===== src/rtl/led_pattern_engine_if.sv =====
// led_pattern_engine_if: control inputs and LED outputs of the pattern engine.
// The load/load_val pair exists only when LED_PATTERN_LOAD_EN is defined.
interface led_pattern_engine_if #(parameter int WIDTH = 16);
    logic             en;
    logic             dir;
    logic [1:0]       mode;
    logic [WIDTH-1:0] led;
    logic             tick;
    logic             wrap;
`ifdef LED_PATTERN_LOAD_EN
    logic             load;
    logic [WIDTH-1:0] load_val;
    modport master (output en, dir, mode, load, load_val, input led, tick, wrap);
    modport slave  (input en, dir, mode, load, load_val, output led, tick, wrap);
`else
    modport master (output en, dir, mode, input led, tick, wrap);
    modport slave  (input en, dir, mode, output led, tick, wrap);
`endif
endinterface


===== src/rtl/led_pattern_engine.sv =====
// led_pattern_engine: rotate/bounce/fill/blink LED patterns stepped by a clock-enable prescaler.
// Optional feature macro LED_PATTERN_LOAD_EN adds a direct pattern load (load, load_val).
module led_pattern_engine #(
    parameter int WIDTH = 16,
    parameter int DIV   = 2**25
) (
    input logic                clk,
    input logic                rst,
    led_pattern_engine_if.slave bus
);
    localparam int CW = (DIV > 1) ? $clog2(DIV) : 1;
    localparam logic [CW-1:0]    LAST = CW'(DIV - 1);
    localparam logic [WIDTH-1:0] MSB  = {1'b1, {(WIDTH-1){1'b0}}};
    localparam logic [WIDTH-1:0] ONE  = {{(WIDTH-1){1'b0}}, 1'b1};
    localparam logic [WIDTH-1:0] ONES = '1;
    localparam logic [1:0] ROTATE = 2'b00;
    localparam logic [1:0] BOUNCE = 2'b01;
    localparam logic [1:0] FILL   = 2'b10;

    typedef enum logic {PH_FILL, PH_DRAIN} phase_t;

    logic [WIDTH-1:0] led_q, led_d, fill_v, drain_v;
    logic [CW-1:0]    cnt;
    logic [1:0]       mode_q;
    logic             heading, heading_d, end_hit, one_hot;
    logic             tick_q, wrap_q, wrap_d, step;
    phase_t           phase, phase_d;

    assign bus.led  = led_q;
    assign bus.tick = tick_q;
    assign bus.wrap = wrap_q;

    // Next pattern, heading, fill/drain phase and wrap flag for a step in the current mode
    always_comb begin
        step      = bus.en && cnt == LAST;
        one_hot   = led_q != '0 && (led_q & (led_q - ONE)) == '0;
        end_hit   = heading ? led_q[WIDTH-1] : led_q[0];
        fill_v    = bus.dir ? ((led_q << 1) | ONE) : ((led_q >> 1) | MSB);
        drain_v   = bus.dir ? (led_q >> 1) : (led_q << 1);
        led_d     = led_q;
        heading_d = heading;
        phase_d   = phase;
        wrap_d    = 1'b0;
        case (mode_q)
            ROTATE: begin
                led_d  = !one_hot ? MSB :
                         bus.dir ? (led_q[WIDTH-1] ? ONE : led_q << 1) :
                                   (led_q[0] ? MSB : led_q >> 1);
                wrap_d = one_hot && (bus.dir ? led_q[WIDTH-1] : led_q[0]);
            end
            BOUNCE: begin
                heading_d = heading ^ end_hit;
                led_d     = heading_d ? led_q << 1 : led_q >> 1;
                wrap_d    = end_hit;
            end
            FILL: begin
                led_d   = phase == PH_FILL ? fill_v : drain_v;
                wrap_d  = phase == PH_FILL && fill_v == ONES;
                phase_d = phase == PH_FILL ? (fill_v == ONES ? PH_DRAIN : PH_FILL) :
                                             (drain_v == '0 ? PH_FILL : PH_DRAIN);
            end
            default: begin
                led_d  = ~led_q;
                wrap_d = led_q == '0;
            end
        endcase
    end

    // State register: reset > load > mode change > prescaler step
    always_ff @(posedge clk) begin
        if (rst) begin
            led_q   <= MSB;
            cnt     <= '0;
            tick_q  <= 1'b0;
            wrap_q  <= 1'b0;
            mode_q  <= ROTATE;
            heading <= bus.dir;
            phase   <= PH_FILL;
        end
`ifdef LED_PATTERN_LOAD_EN
        else if (bus.load) begin
            led_q  <= bus.load_val;
            cnt    <= '0;
            tick_q <= 1'b0;
            wrap_q <= 1'b0;
        end
`endif
        else if (bus.mode != mode_q) begin
            led_q   <= bus.mode[1] ? '0 : MSB;
            cnt     <= '0;
            tick_q  <= 1'b0;
            wrap_q  <= 1'b0;
            mode_q  <= bus.mode;
            heading <= bus.dir;
            phase   <= PH_FILL;
        end else begin
            cnt    <= !bus.en ? cnt : step ? '0 : cnt + 1'b1;
            tick_q <= step;
            wrap_q <= step && wrap_d;
            if (step) begin
                led_q   <= led_d;
                heading <= heading_d;
                phase   <= phase_d;
            end
        end
    end
endmodule


===== src/flat_wrapper.sv =====
// flat-port wrapper written by rule: the top's interface ports become plain ports
module led_pattern_engine_flat 
#(
    parameter int WIDTH = 16,
    parameter int DIV   = 2**25
)
  (clk, rst, bus_en, bus_dir, bus_mode, bus_led, bus_tick, bus_wrap);
  led_pattern_engine_if #(.WIDTH(WIDTH)) bus_i ();
  input logic clk;
  input logic rst;
  input wire logic [$bits(bus_i.en)-1:0] bus_en;
  input wire logic [$bits(bus_i.dir)-1:0] bus_dir;
  input wire logic [$bits(bus_i.mode)-1:0] bus_mode;
  output wire logic [$bits(bus_i.led)-1:0] bus_led;
  output wire logic [$bits(bus_i.tick)-1:0] bus_tick;
  output wire logic [$bits(bus_i.wrap)-1:0] bus_wrap;
  assign bus_i.en = bus_en;
  assign bus_i.dir = bus_dir;
  assign bus_i.mode = bus_mode;
  assign bus_led = bus_i.led;
  assign bus_tick = bus_i.tick;
  assign bus_wrap = bus_i.wrap;
  led_pattern_engine #(.WIDTH(WIDTH), .DIV(DIV)) u_core (.clk(clk), .rst(rst), .bus(bus_i));
endmodule

===== config.mk =====
export PLATFORM = sky130hd
export DESIGN_NAME = led_pattern_engine_flat
export DESIGN_NICKNAME = d
export VERILOG_FILES = /design/src/rtl/led_pattern_engine_if.sv /design/src/rtl/led_pattern_engine.sv /design/src/flat_wrapper.sv
export SDC_FILE = /design/constraint.sdc
export NUM_CORES = 1
export LEC_CHECK = 0
export ABC_AREA = 1
export CORE_MARGIN = 1.5
export CORE_UTILIZATION = 40
export CTS_BUF_LIST = sky130_fd_sc_hd__clkbuf_2 sky130_fd_sc_hd__clkbuf_4 sky130_fd_sc_hd__clkbuf_8
export CTS_CLUSTER_DIAMETER = 40
export DETAILED_ROUTE_END_ITERATION = 10
export SETUP_SLACK_MARGIN = 0.5
export SYNTH_ARGS = -nofsm -noshare
export SYNTH_HDL_FRONTEND = slang
export SYNTH_SLANG_ARGS = --single-unit

===== constraint.sdc =====
create_clock -name clk -period 2.3 [get_ports clk]
set_input_delay 0.345 -clock clk [delete_from_list [all_inputs] [get_ports clk]]
set_output_delay 0.345 -clock clk [all_outputs]
set_load 0.1 [all_outputs]

==> impl_metrics.toml, run 1 <==
[outcome]
status = "finished clean"

[pwr]
total_power_mw = 1.77
ir_drop_mv = 0.258
p_leak_nw = 1.93
power.density_nw_per_um2 = 387

[final_layout]
fin_cells = 771
n_fill_cell = 962
fin_nets = 666
area.growth.synth_to_final_pct = 23.0
layout_commonest_cell = "nand2_1"
drive_gt1_frac = 0.244
fin_area_sq_um = 4580
final_cell_mix = "nand2_1, nor2_1, o21ai_0"
n_antenna_cell = 0

[global_routing]
grt_pass1_wl_um = 19600
grt_pass1_vias = 3869
grt_max_degree = 26
grt_use_total = 0.247
antenna_found_initial = 0
grt_overflow = 0

[worst_setup_path]
critPathKind = "flip-flop to flip-flop"
path_buf_inv = 0
arrival_ps = 2060
crit_family = "simple AND/OR/NAND/NOR gates"
endpoint_kind = "flip-flop"
worstPathCellList = "nor2_4, nand2_2, nor3_1, o21ai_1, nor2_4, nand2_4, o21ai_1, nand2_1, nand2_1"
path_max_fanout = 8
critPathSlowestCell = "dfxtp_4"
crit_path_max_incr_delay_ps = 380
cp-start-kind = "flip-flop"
critPathRequiredTime_ps = 2560

[cts]
cts_tree = "yes"
clkTransAtPathRegs_ps = 110
clockRootBuffer = "clkbuf_8"
cts_buffers = 5
clkLatencyLatePin_ps = 320
cts_buffer_depth = 2
clock_sink_count = 47
cts_htree_levels = 2

[sta]
hold_viol_final = 0
period_share = 0.782
maxSlewViolCount = 0
max_slew_margin = 0.569
rsz0062_at_grt = "yes"
max_freq_mhz = 556
clock-skew-final_ps = 11.5
setup_viol = 0
worst_slew_pin_slew_ps = 645
finalSetupTns_ps = 0
period_minus_slack_ps = 1800

[yosys]
yosys.area.top_type_share = 0.247
synth_ff_type = "dfxtp_1"
yosys-top-cells-area = "dfxtp_1, nand2_1, o21ai_0, nor2_1, inv_1"
postSynth.asyncResetShare = 0
synth.avg_cell_area_sq_um = 5.98
synth.net_count = 631
ys_ff_latch = 47
synth_cells = 624
yosysTopAreaCell = "dfxtp_1"
yosys_warnings = 0
syn_area_sq_um = 3730
synth-seq-area-share = 0.255
ys_types = 40
synth_edf_count = 1

[die]
die_y_um = 99.5
die_w_um = 99.5
num_io_pins = 24
dieArea_sq_um = 9910
row_count = 35
start_util = 0.407
core-area_sq_um = 9150

[place]
port-buffer-count = 23
dp_hpwl_um = 8320
gp_congestion = 0.976
dp.cells = 750
place_area_sq_um = 4120

[route]
drtAntennaViolNets = 0
avgRoutedWirePerCell_um = 15.9
drtIter0Drc = 386
avgViaCountPerCell = 5.65
vias = 4357
drc = 0
wl_um = 12300
dr.pass1.iters = 5

[min_path]
min_path_type = "flip-flop to flip-flop"

[job]
drv_cap = 0
cell families (layout without fill, tap and decap cells):
| kind of cell | Yosys count | in the layout | share of synthesized area |
|---|---|---|---|
| adder cells (fa/ha/maj) | 1 | 1 | 0.00336 |
| AO/OA/AOI/OAI | 155 | 155 | 0.231 |
| XOR/XNOR | 15 | 15 | 0.0352 |
| AND/OR/NAND/NOR | 328 | 329 | 0.383 |
| buffers and inverters | 78 | 113 | 0.0926 |
| flip-flops | 47 | 47 | 0.255 |
sequential cells by signal (all words and copies together) (netlist names):
name,count
u_core.bus.tick,1
u_core.cnt,25
u_core.heading,1
u_core.mode_q,2
u_core.phase,1
u_core.bus.wrap,1
u_core.bus.led,16
per-layer routing:
metal	global-route usage	part of all wire
met5	0	0
met4	0.0650	0.021
met3	0.0387	0.082
met2	0.360	0.42
met1	0.375	0.48
repair_timing:
action	in CTS	in global routing
buffers inserted	8	3
resized for setup	11	61
setup endpoints to repair	20	29
cloned	1	1
pin swaps	5	11
hold buffers	0	0
final timing paths:
path / end / slack, ps / cells after the start / from
setup / recovery: u_core.bus.led[1] / 500 / 9 / u_core.bus.led[1]
hold / removal: u_core.cnt[15] / 460 / 1 / u_core.cnt[15]
setup reg to reg: u_core.bus.led[1] / 500 / 9 / u_core.bus.led[1]
hold reg to reg: u_core.cnt[15] / 460 / 1 / u_core.cnt[15]
power by group:
part           leakage (nW)  switching [mW]  internal [mW]
clock network        0.0591           0.327          0.329
registers             0.401          0.0132          0.808
logic                  1.47           0.194          0.101
total                  1.93           0.535           1.24
cells in the mapped netlist (2+ instances only):
library cell	n
a211oi_1	3
a21oi_1	32
a31oi_1	7
buf_2	5
buf_4	2
buf_6	3
clkbuf_1	15
dfxtp_1	46
inv_1	49
inv_2	2
nand2_1	168
nand2_2	5
nand3_1	22
nand4_1	8
nor2_1	77
nor2_2	15
nor2_4	3
nor3_1	19
nor4_1	4
o211ai_1	3
o21a_1	7
o21ai_0	69
o21ai_1	14
o21ai_2	6
o22ai_1	12
xnor2_1	7
xor2_1	8
worst reg2reg max path, stage by stage, from the launching register on:
cell,delay (ps)
dfxtp_4,380
nor2_4,210
nand2_2,110
nor3_1,230
o21ai_1,120
nor2_4,240
nand2_4,170
o21ai_1,160
nand2_1,70
nand2_1,50
layout make-up:
| cell class | instances | area, sq um | area share |
|---|---|---|---|
| clock buffer | 5 | 68.8 | 0.0150 |
| clock inverter | 3 | 45.0 | 0.00983 |
| inverter | 52 | 195 | 0.0426 |
| multi-input combinational | 500 | 2630 | 0.573 |
| sequential | 47 | 1020 | 0.224 |
| tap | 111 | 139 | 0.0303 |
| timing repair buffer | 53 | 485 | 0.106 |
through the flow:
step                      utilization  hold WS [ps]  setup slack, ps
final                           0.501           465              500
after global routing            0.501           500              385
after CTS                       0.476           476              485
after detailed placement        0.450           497             70.6
after global placement          0.450           470             99.3
after floorplan                     -           416              495
Note: power is estimated with default switching activity, not from simulation.
==> run 2: changes to the inputs <==
Clock period 2.3 ns to 1.5 ns, I/O delays scaled along.
==> run 2 against run 1 <==
- the run now ends with negative setup slack left
- register-to-register slack got worse by 830 ps
- clock power rose by 80%
- count of clock-buffer cells in the layout unchanged
- critical path depth rose by 6
- design area up 43%
- core utilization rose by 21 points
==> impl_metrics.toml, run 2 (synthesized netlist as in run 1, its figures left out) <==
[final_layout]
fin_cells = 919
area.growth.synth_to_final_pct = 75.6
top_register = "u_core.cnt"
final_cell_mix = "nand2_1, buf_4, nor2_1"
layout_commonest_cell = "nand2_1"
final_util = 0.715
largest_reg_flops = 25
n_antenna_cell = 0
drive_gt1_frac = 0.467
fin_nets = 814

[sta]
hold_viol_final = 0
worst_slew_pin_slew_ps = 439
rsz0062_at_grt = "yes"
period_minus_slack_ps = 1830
setup_viol = 33
maxSlewViolCount = 0
fin_ws_ps = -325
clock-skew-final_ps = 7.75
period_share = 1.22
max_slew_margin = 0.707
max_freq_mhz = 548
finalSetupTns_ps = -5330

[route]
drtAntennaViolNets = 0
avgViaCountPerCell = 5.42
drc = 0
dr.pass1.iters = 5
vias = 4983
avgRoutedWirePerCell_um = 16.5
wl_um = 15200
drtIter0Drc = 333

[cts]
clockRootBuffer = "clkbuf_8"
cts_buffer_depth = 2
cts_tree = "yes"
cts_htree_levels = 2
clkTransAtPathRegs_ps = 100
cts_buffers = 5
clock_sink_count = 47
clkLatencyLatePin_ps = 310
cts_hold_repair.buffers = 0

[worst_setup_path]
cp-start-kind = "flip-flop"
critPathRequiredTime_ps = 1760
worstPathCellList = "nor2_4, buf_12, nand2_4, nor2_4, nand2_1, nand2_1, nand2_1, clkinv_1, nand2_2, nor2_4, nand2_2, buf_6, o21ai_1, nand2_1, nand2_1"
crit_path_max_incr_delay_ps = 370
critPathKind = "flip-flop to flip-flop"
r2r-end = "u_core.bus.led[2]"
crit_top_cell = "nand2_1"
r2r_setup_slack_ps = -330
endpoint_kind = "flip-flop"
critPathSlowestCell = "dfxtp_4"
reg2reg_depth = 15
path_max_fanout = 8
r2r_start = "u_core.bus.led[1]"
arrival_ps = 2080

[place]
gp_congestion = 0.974
dp.cells = 878
port-buffer-count = 23
dp_hpwl_um = 10900
pre_cts_ws_ps = -531

[die]
core-area_sq_um = 9150
die_w_um = 99.5
num_io_pins = 24
row_count = 35
dieArea_sq_um = 9910
start_util = 0.407
die_y_um = 99.5

[pwr]
power.density_nw_per_um2 = 465
ir_drop_mv = 0.458
power_frac_comb = 0.207
clkPwrFrac = 0.387
intPower_mw = 2.18
power_frac_seq = 0.407
p_leak_nw = 2.90
swShare = 0.286
p_sw_uw = 870

[global_routing]
grt_pass1_vias = 4880
grt_max_degree = 20
grt_overflow = 0
grt_pass1_wl_um = 24200
met3_usage = 0.0639
grt_use_met1 = 0.410
antenna_found_initial = 0
grt_use_total = 0.308
globalRouteMet2Util = 0.496
busiest_layer = "met2"

[min_path]
holdCritStartpoint = "bus_mode[1]"
min_path_type = "input pin to flip-flop"
hold-path-endpoint = "u_core.mode_q[1]"
min_path_cells = 3

[outcome]
status = "complete, but fails checks"
violations = "negative setup slack"

[job]
drv_cap = 0
-- run 2: area by class of cell --
type	count	area, sq um
tap	111	139
inverter	52	221
clock buffer	5	68.8
multi-input combinational	499	2930
sequential	47	1050
fill	759	2610
timing repair buffer	202	2070
clock inverter	3	71.3
-- run 2: what timing repair did --
item	in CTS	in global routing
endpoints found under the setup margin	64	64
setup buffers	18	14
pin swaps	37	29
gates cloned	1	0
resized for setup	103	65
-- run 2: worst max path at each step --
stage                            startpoint            endpoint  depth (start not counted)
final                     u_core.bus.led[1]   u_core.bus.led[2]                         15
after global routing      u_core.bus.led[1]  u_core.bus.led[15]                         16
after global placement               bus_en      u_core.cnt[21]                         11
after floorplan           u_core.bus.led[0]   u_core.bus.led[8]                         13
after detailed placement             bus_en      u_core.cnt[21]                         11
after CTS                 u_core.bus.led[0]  u_core.bus.led[13]                         12
-- run 2: per-layer routing --
metal  up-vias  wire, um
met5         -         0
met4         0       313
met2       202      7170
li1       2448         -
met3        29      1110
met1      2304      6560
-- run 2: worst max-delay path, delay by kind of cell, from the launching register on --
family | cells | cell delay [ps]
and+or+nand+nor | 11 | 870
DFF | 1 | 370
buffers and inverters | 3 | 370
AOI/OAI and AO/OA | 1 | 150
-- run 2: metrics by stage --
| step | hold WS [ps] | area [sq um] | power [mW] |
|---|---|---|---|
| detailed placement | 473 | 5540 | 1.79 |
| global route | 231 | 6550 | 3.16 |
| finish | 199 | 6550 | 3.05 |
| CTS | 279 | 6190 | 3.05 |
| global placement | 468 | 5540 | 1.79 |
| floorplan | 287 | 3980 | 1.56 |
-- run 2: power groups by stage --
stage	Clock [mW]	Combinational, mW	Sequential (mW)
final	1.18	0.630	1.24
after detailed placement	0	0.518	1.27
after floorplan	0	0.257	1.30
after global routing	1.25	0.667	1.24
after global placement	0	0.515	1.27
after CTS	1.22	0.585	1.24
==> run 3: changes to the inputs <==
Settings changed: GPL_TIMING_DRIVEN set to 0.
==> run 3 against run 2 <==
- the flow still finishes with violations (negative setup slack)
- clock power is 32% lower
- first-iteration DRC count rose by 32%
- fmax down 8.2%
- setup slack worse by 160 ps
- non-clock buffer count shrank 94
- final cell count shrank 10%
- count of clock-buffer cells in the layout increased by 1
- routed wire length is 6.3% lower
- critical path type unchanged
- critical endpoint is now u_core.bus.led[15]
==> impl_metrics.toml, run 3 (synthesized netlist as in run 1, its figures left out) <==
[outcome]
status = "complete, but fails checks"
violations = "negative setup slack"

[sta]
timing.hold.ws_ps = 152
clock-skew-final_ps = 11.5
worst_slew_pin_slew_ps = 953
rsz0062_at_grt = "yes"
hold_viol_final = 0
fin_ws_ps = -489
period_minus_slack_ps = 1990
max_slew_margin = 0.367
maxSlewViolCount = 0
period_share = 1.33
max_freq_mhz = 503
setup_viol = 40

[worst_setup_path]
critPathKind = "flip-flop to flip-flop"
arrival_ps = 2190
cp-start-kind = "flip-flop"
r2r_start = "u_core.bus.led[0]"
critPathRequiredTime_ps = 1700
path_max_fanout = 6
endpoint_kind = "flip-flop"
r2r-end = "u_core.bus.led[15]"
r2r_setup_slack_ps = -490
reg2reg_depth = 13

[die]
die_w_um = 99.5
row_count = 35
core-area_sq_um = 9150
num_io_pins = 24
die_y_um = 99.5
dieArea_sq_um = 9910
start_util = 0.407

[pwr]
power_frac_comb = 0.229
p_leak_nw = 2.34
p_sw_uw = 824
power_frac_seq = 0.469
swShare = 0.311
ir_drop_mv = 0.460
intPower_mw = 1.82
power.density_nw_per_um2 = 469
clkPwrFrac = 0.302

[final_layout]
largest_reg_flops = 25
fin_nets = 720
top_register = "u_core.cnt"
final_cell_mix = "nand2_1, o21ai_0, nor2_1"
area.growth.synth_to_final_pct = 51.4
n_antenna_cell = 0
drive_gt1_frac = 0.392
layout_commonest_cell = "nand2_1"

[cts]
clock_sink_count = 47
cts_buffers = 5
cts_hold_repair.buffers = 0
clkLatencyLatePin_ps = 300
cts_buffer_depth = 2
cts_htree_levels = 2
clockRootBuffer = "clkbuf_8"
cts_tree = "yes"
clkTransAtPathRegs_ps = 100

[global_routing]
met3_usage = 0.0443
grt_use_total = 0.278
antenna_found_initial = 0
grt_max_degree = 16
busiest_layer = "met2"
grt_overflow = 0
globalRouteMet2Util = 0.471
grt_pass1_vias = 4477
grt_pass1_wl_um = 22000
grt_use_met1 = 0.354

[job]
drv_cap = 0

[min_path]
hold-path-endpoint = "u_core.cnt[0]"
holdCritStartpoint = "bus_en"
min_path_cells = 2
min_path_type = "input pin to flip-flop"

[route]
dr.pass1.iters = 5
drc = 0
drtAntennaViolNets = 0
avgViaCountPerCell = 5.80
vias = 4788
wl_um = 14200
avgRoutedWirePerCell_um = 17.2
drtIter0Drc = 440

[place]
gp_congestion = 0.959
port-buffer-count = 22
pre_cts_ws_ps = -881
dp_hpwl_um = 9460
-- run 3: changes by cell type in the layout (fill, tap and decap cells not counted), moves of 6 or more --
cell	change
buf_12	-9
buf_4	-87
buf_6	-18
clkbuf_1	+8
nor3_2	-6
o21ai_0	+8
-- run 3: power groups by stage --
stage          logic (mW)  clock network (mW)  registers [mW]
6_report            0.605               0.800            1.24
5_1_grt             0.640               0.867            1.24
4_1_cts             0.500               0.841            1.25
3_5_place_dp        0.390                   0            1.29
3_3_place_gp        0.391                   0            1.28
2_1_floorplan       0.257                   0            1.30
-- run 3: layer usage --
metal  part of all wire  vias up
met3              0.075       46
met5                  0        -
li1                   -     2261
met2               0.48      247
met1               0.41     2234
met4              0.032        0
-- run 3: critical path, stage by stage (launching register included) --
cell and delay [ps]:
dfxtp_4 360, buf_8 130, nor2_4 130, buf_12 140
nand3_4 90, o21ai_2 160, nand2_2 90, nor3_4 260
buf_4 170, nand3_1 60, nand2_1 70, nand2_1 90
nand2_1 90, nand2_1 60
-- run 3: worst max-delay path by stage --
| stage | from | end | slack, ps | cells past startpoint |
|---|---|---|---|---|
| 6_report | u_core.bus.led[0] | u_core.bus.led[15] | -490 | 13 |
| 5_1_grt | u_core.bus.led[0] | u_core.bus.led[15] | -570 | 13 |
| 4_1_cts | u_core.bus.led[0] | u_core.bus.led[14] | -500 | 16 |
| 3_5_place_dp | bus_dir | u_core.phase | -880 | 10 |
| 3_3_place_gp | bus_dir | u_core.bus.wrap | -910 | 11 |
| 2_1_floorplan | u_core.bus.led[0] | u_core.bus.led[8] | -300 | 13 |
-- run 3: area by class of cell --
| class | count | area (sq um) |
|---|---|---|
| inverter | 52 | 210 |
| buffer | 26 | 213 |
| sequential | 47 | 1060 |
| clock buffer | 6 | 76.3 |
| fill | 798 | 3510 |
| clock inverter | 2 | 15.0 |
| tap | 111 | 139 |
| multi-input combinational | 499 | 2940 |
| timing repair buffer | 82 | 983 |
-- run 3: metrics by stage --
stage | TNS [ps] | cells | util | power, mW | area (sq um)
finish | -11490 | 825 | 0.617 | 2.65 | 5650
global route | -15010 | 825 | 0.617 | 2.75 | 5650
CTS | -8520 | 807 | 0.575 | 2.59 | 5260
detailed placement | -22510 | 757 | 0.474 | 1.67 | 4340
global placement | -22450 | 757 | 0.474 | 1.68 | 4340
floorplan | -4340 | 624 | - | 1.56 | 3980
-- run 3: repair_timing --
action	in CTS	in global routing
setup endpoints to repair	64	64
gates resized for setup	251	65
buffers inserted	41	16
gates cloned	1	2
pin swaps	45	31
